## config.mk

```make
export PLATFORM = sky130hd
export DESIGN_NAME = mem_arbiter_flat
export DESIGN_NICKNAME = d
export VERILOG_FILES = /design/src/rtl/mem_arb_pkg.sv /design/src/rtl/mem_arbiter_if.sv /design/src/rtl/mem_arbiter.sv /design/src/flat_wrapper.sv
export SDC_FILE = /design/constraint.sdc
export NUM_CORES = 1
export LEC_CHECK = 0
export BUFFER_PORTS_ARGS = -buffer_cell sky130_fd_sc_hd__buf_4
export CORE_MARGIN = 4
export CORE_UTILIZATION = 47
export CTS_BUF_LIST = sky130_fd_sc_hd__clkbuf_8
export CTS_CLUSTER_DIAMETER = 40
export CTS_CLUSTER_SIZE = 8
export DETAILED_ROUTE_END_ITERATION = 6
export GPL_TIMING_DRIVEN = 0
export PLACE_DENSITY = 0.89
export SLEW_MARGIN = 40
export SYNTH_ARGS = -nofsm -noshare
export SYNTH_HDL_FRONTEND = slang
export SYNTH_SLANG_ARGS = --single-unit
```

## constraint.sdc

```tcl
create_clock -name clk -period 2 [get_ports clk]
set_input_delay 0.1 -clock clk [delete_from_list [all_inputs] [get_ports clk]]
set_output_delay 0.1 -clock clk [all_outputs]
set_load 0.01 [all_outputs]
```

## src/rtl/mem_arb_pkg.sv

```systemverilog
// mem_arbiter shared types and constants.
// Arbiter states, default widths and burst counter width.
package mem_arb_pkg;

  localparam int AW_DEF      = 16;
  localparam int DW_DEF      = 8;
  localparam int BURST_CNT_W = 4;

  typedef enum logic [2:0] {
    ST_CPU,
    ST_LD_MAR,
    ST_LD_WR,
    ST_LD_RD,
    ST_LD_ACK,
    ST_RESTORE
  } state_e;

endpackage

```

## src/rtl/mem_arbiter_if.sv

```systemverilog
// mem_arbiter bus bundle: CPU side, loader side, memory side.
// slave = arbiter view, master = environment view.
interface mem_arbiter_if #(
  parameter int AW = 16,
  parameter int DW = 8
);

  logic          cpu_mar_we;
  logic          cpu_ram_we;
  logic          cpu_oe;
  logic [AW-1:0] cpu_bus;
  logic          cpu_boundary;
  logic          cpu_stall;

  logic          ld_req;
  logic          ld_we;
  logic [AW-1:0] ld_addr;
  logic [DW-1:0] ld_data;
  logic          ld_ack;
  logic [DW-1:0] ld_rdata;

  logic          mem_mar_we;
  logic          mem_ram_we;
  logic          mem_oe;
  logic [AW-1:0] mem_bus;
  logic [DW-1:0] mem_rdata;

  modport slave (
    input  cpu_mar_we, cpu_ram_we, cpu_oe,
    input  cpu_bus, cpu_boundary,
    output cpu_stall,
    input  ld_req, ld_we, ld_addr, ld_data,
    output ld_ack, ld_rdata,
    output mem_mar_we, mem_ram_we, mem_oe,
    output mem_bus,
    input  mem_rdata
  );

  modport master (
    output cpu_mar_we, cpu_ram_we, cpu_oe,
    output cpu_bus, cpu_boundary,
    input  cpu_stall,
    output ld_req, ld_we, ld_addr, ld_data,
    input  ld_ack, ld_rdata,
    input  mem_mar_we, mem_ram_we, mem_oe,
    input  mem_bus,
    output mem_rdata
  );

endinterface

```

## src/rtl/mem_arbiter.sv

```systemverilog
// Shares MAR/RAM between CPU and loader port.
// Grants only at instruction boundaries, restores CPU MAR after.
module mem_arbiter
  import mem_arb_pkg::*;
#(
  parameter int AW        = AW_DEF,
  parameter int DW        = DW_DEF,
  parameter int BURST_MAX = 4
) (
  input  logic          clk,
  input  logic          rst_n,
  mem_arbiter_if.slave  bus
);

  localparam logic [BURST_CNT_W-1:0] BMAX =
    BURST_CNT_W'(BURST_MAX);

  state_e                 state_q, state_d;
  logic [AW-1:0]          shadow_q, shadow_d;
  logic [BURST_CNT_W-1:0] burst_q, burst_d;
  logic [DW-1:0]          rdata_q, rdata_d;

  always_ff @(posedge clk or negedge rst_n) begin
    if (!rst_n) begin
      state_q  <= ST_CPU;
      shadow_q <= '0;
      burst_q  <= '0;
      rdata_q  <= '0;
    end else begin
      state_q  <= state_d;
      shadow_q <= shadow_d;
      burst_q  <= burst_d;
      rdata_q  <= rdata_d;
    end
  end

  assign bus.ld_rdata = rdata_q;

  always_comb begin
    state_d        = state_q;
    shadow_d       = shadow_q;
    burst_d        = burst_q;
    rdata_d        = rdata_q;
    bus.cpu_stall  = 1'b1;
    bus.ld_ack     = 1'b0;
    bus.mem_mar_we = 1'b0;
    bus.mem_ram_we = 1'b0;
    bus.mem_oe     = 1'b0;
    bus.mem_bus    = '0;
    unique case (state_q)
      ST_CPU: begin
        bus.cpu_stall  = 1'b0;
        bus.mem_mar_we = bus.cpu_mar_we;
        bus.mem_ram_we = bus.cpu_ram_we;
        bus.mem_oe     = bus.cpu_oe;
        bus.mem_bus    = bus.cpu_bus;
        if (bus.cpu_mar_we)
          shadow_d = bus.cpu_bus;
        if (bus.ld_req && bus.cpu_boundary)
          state_d = ST_LD_MAR;
      end
      ST_LD_MAR: begin
        bus.mem_bus    = bus.ld_addr;
        bus.mem_mar_we = 1'b1;
        state_d = bus.ld_we ? ST_LD_WR : ST_LD_RD;
      end
      ST_LD_WR: begin
        bus.mem_bus    = AW'(bus.ld_data);
        bus.mem_ram_we = 1'b1;
        state_d        = ST_LD_ACK;
      end
      ST_LD_RD: begin
        bus.mem_oe = 1'b1;
        rdata_d    = bus.mem_rdata;
        state_d    = ST_LD_ACK;
      end
      ST_LD_ACK: begin
        bus.ld_ack = 1'b1;
        burst_d    = burst_q + 1'b1;
        state_d    = ST_RESTORE;
      end
      ST_RESTORE: begin
        bus.mem_bus    = shadow_q;
        bus.mem_mar_we = 1'b1;
        // limit is checked before the ACK increment can exceed it
        if (bus.ld_req && (burst_q < BMAX)) begin
          state_d = ST_LD_MAR;
        end else begin
          state_d = ST_CPU;
          burst_d = '0;
        end
      end
      default: state_d = ST_CPU;
    endcase
  end

endmodule

```

## src/flat_wrapper.sv

```systemverilog
// flat-port wrapper written by rule: the top's interface ports become plain ports
module mem_arbiter_flat import mem_arb_pkg::*;
#(
  parameter int AW        = AW_DEF,
  parameter int DW        = DW_DEF,
  parameter int BURST_MAX = 4
)
  (clk, rst_n, bus_cpu_mar_we, bus_cpu_ram_we, bus_cpu_oe, bus_cpu_bus, bus_cpu_boundary, bus_cpu_stall, bus_ld_req, bus_ld_we, bus_ld_addr, bus_ld_data, bus_ld_ack, bus_ld_rdata, bus_mem_mar_we, bus_mem_ram_we, bus_mem_oe, bus_mem_bus, bus_mem_rdata);
  mem_arbiter_if #(.AW(AW), .DW(DW)) bus_i ();
  input  logic clk;
  input  logic rst_n;
  input wire logic [$bits(bus_i.cpu_mar_we)-1:0] bus_cpu_mar_we;
  input wire logic [$bits(bus_i.cpu_ram_we)-1:0] bus_cpu_ram_we;
  input wire logic [$bits(bus_i.cpu_oe)-1:0] bus_cpu_oe;
  input wire logic [$bits(bus_i.cpu_bus)-1:0] bus_cpu_bus;
  input wire logic [$bits(bus_i.cpu_boundary)-1:0] bus_cpu_boundary;
  output wire logic [$bits(bus_i.cpu_stall)-1:0] bus_cpu_stall;
  input wire logic [$bits(bus_i.ld_req)-1:0] bus_ld_req;
  input wire logic [$bits(bus_i.ld_we)-1:0] bus_ld_we;
  input wire logic [$bits(bus_i.ld_addr)-1:0] bus_ld_addr;
  input wire logic [$bits(bus_i.ld_data)-1:0] bus_ld_data;
  output wire logic [$bits(bus_i.ld_ack)-1:0] bus_ld_ack;
  output wire logic [$bits(bus_i.ld_rdata)-1:0] bus_ld_rdata;
  output wire logic [$bits(bus_i.mem_mar_we)-1:0] bus_mem_mar_we;
  output wire logic [$bits(bus_i.mem_ram_we)-1:0] bus_mem_ram_we;
  output wire logic [$bits(bus_i.mem_oe)-1:0] bus_mem_oe;
  output wire logic [$bits(bus_i.mem_bus)-1:0] bus_mem_bus;
  input wire logic [$bits(bus_i.mem_rdata)-1:0] bus_mem_rdata;
  assign bus_i.cpu_mar_we = bus_cpu_mar_we;
  assign bus_i.cpu_ram_we = bus_cpu_ram_we;
  assign bus_i.cpu_oe = bus_cpu_oe;
  assign bus_i.cpu_bus = bus_cpu_bus;
  assign bus_i.cpu_boundary = bus_cpu_boundary;
  assign bus_cpu_stall = bus_i.cpu_stall;
  assign bus_i.ld_req = bus_ld_req;
  assign bus_i.ld_we = bus_ld_we;
  assign bus_i.ld_addr = bus_ld_addr;
  assign bus_i.ld_data = bus_ld_data;
  assign bus_ld_ack = bus_i.ld_ack;
  assign bus_ld_rdata = bus_i.ld_rdata;
  assign bus_mem_mar_we = bus_i.mem_mar_we;
  assign bus_mem_ram_we = bus_i.mem_ram_we;
  assign bus_mem_oe = bus_i.mem_oe;
  assign bus_mem_bus = bus_i.mem_bus;
  assign bus_i.mem_rdata = bus_mem_rdata;
  mem_arbiter #(.AW(AW), .DW(DW), .BURST_MAX(BURST_MAX)) u_core (.clk(clk), .rst_n(rst_n), .bus(bus_i));
endmodule
```

# Yosys cells after proc, flatten, opt, wreduce, memory -nomap -nowiden
# Index checks and enable logic that the tools add are counted.
[word_totals]
wordCells = 33
output_inout_bits = 29
register_bits = 31
input_bits = 56
[classes]
mux = 12
eq_ne = 7
n_addsub = 1
reduce_logical = 8
n_lt_le_gt_ge = 1
[op_table]
columns = ["operator", "n"]
rows = [
  ["case mux 16 bit (4 select lines)", 1],
  ["case mux 3 bit (5 select lines)", 1],
  ["case mux 4 bit (2 select lines)", 1],
  ["equality test 3 x 2 -> 1 bit (second input constant)", 2],
  ["equality test 3 bit (second input constant)", 2],
  ["case mux 1 bit (2 select lines)", 3],
  ["adder 4 x 1 -> 4 bit (second input constant)", 1],
  ["less-than comparator 4 x 3 -> 1 bit (second input constant)", 1],
  ["two-way mux 1 bit", 4],
  ["two-way mux 4 bit", 1],
  ["AND reduction 2 bit", 2],
  ["OR reduction 2 bit", 2],
  ["equality test 3 x 1 -> 1 bit (second input constant)", 1],
  ["zero test 3 bit", 1],
  ["two-way mux 3 bit", 1],
  ["logical AND 1 bit", 2],
  ["inequality test 2 x 1 -> 1 bit (second input constant)", 1],
  ["inequality test 2 bit (second input constant)", 1],
  ["nonzero test 2 bit", 1],
]

# Logic depth before layout (Yosys ltp)
[logic_depth]
word_depth = 4
mapped_depth = 6

# Worst setup path after synthesis
# OpenSTA, ideal clock, no wires.
[synth_path]
path_type = "reg2reg"
startpoint = "register u_core.state_q[1]"
endpoint = "register u_core.shadow_q[10]"
path_stages_with_launch = 7
arrival_ps = 1500
setup_time_ps = 125
path_slack_ps = 376
path_buffers = 3
required_time_ps = 1875
cell_sequence = "dfrtp_1 -> buf_6 -> nor3_1 -> and2_1 -> buf_4 -> buf_4 -> mux2_2"
[synth_between]
elab_chain_len = 2
[synth_rtl]
columns = ["item", "line", "source"]
rows = [
  ["from (decl)", "mem_arbiter.sv:18", "state_e state_q, state_d;"],
  ["from (signal assigned)", "mem_arbiter.sv:30", "state_q <= state_d;"],
  ["zero test 3 bit", "mem_arbiter.sv:50", "unique case (state_q)"],
  ["AND reduction 2 bit (no line)", "--", ""],
  ["to (signal assigned)", "mem_arbiter.sv:31", "shadow_q <= shadow_d;"],
  ["to (decl)", "mem_arbiter.sv:19", "logic [AW-1:0] shadow_q, shadow_d;"],
]
# Every way passes these cells.
# A chain may end at the register's enable or synchronous reset.

# Worst setup path in the final report
[layout_path]
startpoint = "register u_core.state_q[2]"
endpoint = "output port bus_mem_bus[7]"
[layout_between]
elab_chain_len = 2
[layout_rtl]
columns = ["item", "line", "source"]
rows = [
  ["equality test 3 bit, or another cell as far along", "mem_arbiter.sv:50", ""],
  ["case mux 16 bit (4 select lines) (*)", "mem_arbiter.sv:50", ""],
  ["to (decl)", "flat_wrapper.sv:27", "output wire logic [$bits(bus_i.mem_bus)-1:0] bus_mem_bus;"],
]
# Mark *: on every way between the ends. The rest lies on a longest branch, timed or not.

==> results.py <==
metrics = {
    "critical_path": {
        "endpoint_kind": "output pin",
        "crit_path_max_fanout": 10,
        "worst-r2r-cell-count": 6,
        "r2r-end": "u_core.shadow_q[7]",
        "cp.arrival_ns": 1.82,
        "path_class": "reg -> out",
        "r2r_setup_slack_ns": 0.16,
        "worstPathRequired_ns": 1.90,
        "r2r_start": "u_core.state_q[0]",
        "critPathLaunchType": "flop",
    },
    "synthesis": {
        "synth_edf_count": 0,
        "synth_area_per_cell_um2": 11.4,
        "yosys.area.top_type": "dfrtp_1",
        "ys_top_cells_by_count": "mux2_2, dfrtp_1, nor2_1",
        "ys_seq_area_share_pct": 46.9,
        "syn_area_mm2": 0.00165,
        "ys_seq_elements": 31,
        "yosysTopAreaCellShare_pct": 46.9,
        "ys_warn_count": 0,
        "syn_nets": 202,
        "async_flop_share_pct": 100,
        "ys_types": 30,
        "ys.flop_type": "dfrtp_1",
        "synth.most_common_cell": "mux2_2",
        "netlist_instances": 145,
        "synth_area_leaders": "dfrtp_1, mux2_2, a221o_1",
    },
    "sta": {
        "whs_ns": 0.0415,
        "setup_ws_ns": 0.0823,
        "period_needed_ns": 1.92,
        "slew_headroom_pct": 63.2,
        "fin_crit_sh_pct": 95.9,
        "hold_viol_final": 0,
        "fmaxAchievable_mhz": 521,
        "worst_pin_slew_ns": 0.549,
        "setup_viol": 0,
        "finClkSkew_ns": 0.00339,
        "drv_slew": 0,
        "setup_tns_ns": 0,
    },
    "global_routing": {
        "grt_max_degree": 32,
        "grt_antenna_before_repair": 0,
        "grt_pass1_vias": 1601,
        "grt_pass1_wl_mm": 7.20,
        "overflow": 0,
        "grt_usage_pct": 21.8,
    },
    "pwr": {
        "p_int_mw": 2.47,
        "p_leak_nw": 1.20,
        "powerDensity_mw_per_mm2": 1540,
        "combinationalPowerShare_pct": 54.9,
        "power.share.clock_pct": 16.8,
        "power.switching_mw": 1.36,
        "swShare_pct": 35.6,
        "pwr-share-seq_pct": 28.3,
        "power_mw": 3.83,
        "peakVddDrop_v": 0.000915,
    },
    "routing": {
        "drt_iter0_markers": 71,
        "wl_per_cell_um": 16.5,
        "vias_per_cell": 5.42,
        "antenna_violating_nets_post_route": 0,
        "drc": 0,
        "first_pass_iters": 4,
        "vias": 1535,
        "wl_mm": 4.68,
    },
    "floorplan": {
        "placeableCoreArea_mm2": 0.00336,
        "initial_core_util_pct": 49.2,
        "num_rows": 21,
        "die_w_um": 67.3,
        "ios": 85,
        "dieArea_mm2": 0.00453,
        "die-height_um": 67.3,
    },
    "cells_and_area": {
        "post_layout_nonfiller_instances": 283,
        "syn2layout_area_growth_pct": 50.2,
        "final_util_pct": 73.9,
        "drive_above_1_share_pct": 57.4,
        "n_antenna_cell": 0,
        "fin_area_mm2": 0.00248,
        "nets": 293,
    },
    "clock_network": {
        "cts_made_buffers": 5,
        "clock_sinks": 31,
        "cts_tree": "yes",
        "clkTransAtPathRegs_ns": 0.07,
        "htreeDepth": 2,
        "clk_path_buf_depth": 2,
        "clk_latency_ns": 0.29,
        "post_cts_buffers": 0,
        "cts_root_buf": "clkbuf_8",
    },
    "placement": {
        "postPlaceCellArea_mm2": 0.00235,
        "place_ws_ns": 0.136,
        "port-buffer-count": 84,
        "place_inst": 275,
        "gp_congestion": 0.731,
        "hpwl_mm": 3.43,
    },
    "hold_path": {
        "min_from": "bus_mem_rdata[3]",
        "holdPathEnd": "u_core.bus.ld_rdata[3]",
        "hold_path_class": "in -> reg",
        "holdPathStages": 2,
    },
    "job": {
        "cap_violations": 0,
    },
    "run_status": {
        "status": "completed",
    },
}
power groups by stage:
stage / registers [mW] / clock network, mW / logic, mW
2_1_floorplan: 1.09 / 0 / 1.21
3_3_place_gp: 1.07 / 0 / 2.02
3_5_place_dp: 1.09 / 0 / 2.06
4_1_cts: 1.08 / 0.653 / 2.09
5_1_grt: 1.11 / 0.683 / 2.27
6_report: 1.08 / 0.644 / 2.10
routing by layer:
metal / wire [um] / up-vias / track usage [%]
met5: 0 / - / 0
met4: 106 / 0 / 9.87
met3: 333 / 8 / 6.82
met2: 2530 / 50 / 37.2
met1: 1710 / 758 / 24.8
li1: - / 719 / -
critical path, stage by stage, from the launching register on:
cell	delay, ns
dfrtp_1	0.36
buf_4	0.17
and3b_1	0.29
a22o_1	0.29
a221o_1	0.27
buf_4	0.15
registers in the layout (all words and copies together) (netlist names):
name and flops:
u_core.burst_q 4, u_core.bus.ld_rdata 8, u_core.state_q 3, u_core.shadow_q 16
logic make-up (layout without fill, tap and decap cells):
kind of cell | after synthesis | after routing | share of synthesized area (%)
adder cells (fa/ha/maj) | 1 | 1 | 0.756
flip-flops | 31 | 31 | 46.9
AO/OA/AOI/OAI | 34 | 34 | 16.2
buffers and inverters | 14 | 106 | 4.46
AND/OR/NAND/NOR | 33 | 33 | 9.91
multiplexers | 32 | 32 | 21.8
cells in the final DEF, fill, tap and decap left out, types with 5 or more instances in the layout:
cell type  instances
a221o_1            8
a22o_1             8
a22oi_1            8
buf_4             87
clkbuf_8           6
dfrtp_1           31
mux2_2            32
nand2_1            7
nor2_1            11
o21ai_0            5
layout make-up:
class                   instances  area, um2
fillers                       256        878
multi-input cells             100        820
flip-flops and latches         31        776
repair buffers                 85        641
clock buffers                   6       82.6
plain buffers                  10       62.6
well taps                      46       57.6
clock inverters                 2       35.0
inverters                       3       11.3
worst max path at each step:
stage / start / end / slack [ns] / cells past startpoint
2_1_floorplan: u_core.state_q[1] / u_core.shadow_q[10] / 0.38 / 6
3_5_place_dp: u_core.state_q[2] / bus_mem_bus[12] / 0.14 / 6
3_3_place_gp: u_core.state_q[0] / bus_mem_bus[12] / 0.15 / 6
5_1_grt: u_core.state_q[0] / bus_mem_bus[7] / -0.01 / 5
4_1_cts: u_core.state_q[2] / bus_mem_bus[4] / 0.02 / 6
6_report: u_core.state_q[2] / bus_mem_bus[7] / 0.08 / 5
what timing repair did:
action,CTS,global route
gates resized for setup,3,6
hold buffers,1,0
endpoints found under the setup margin,17,19
hold endpoints to repair,31,0
No activity file was read; power rests on OpenSTA's default activity.
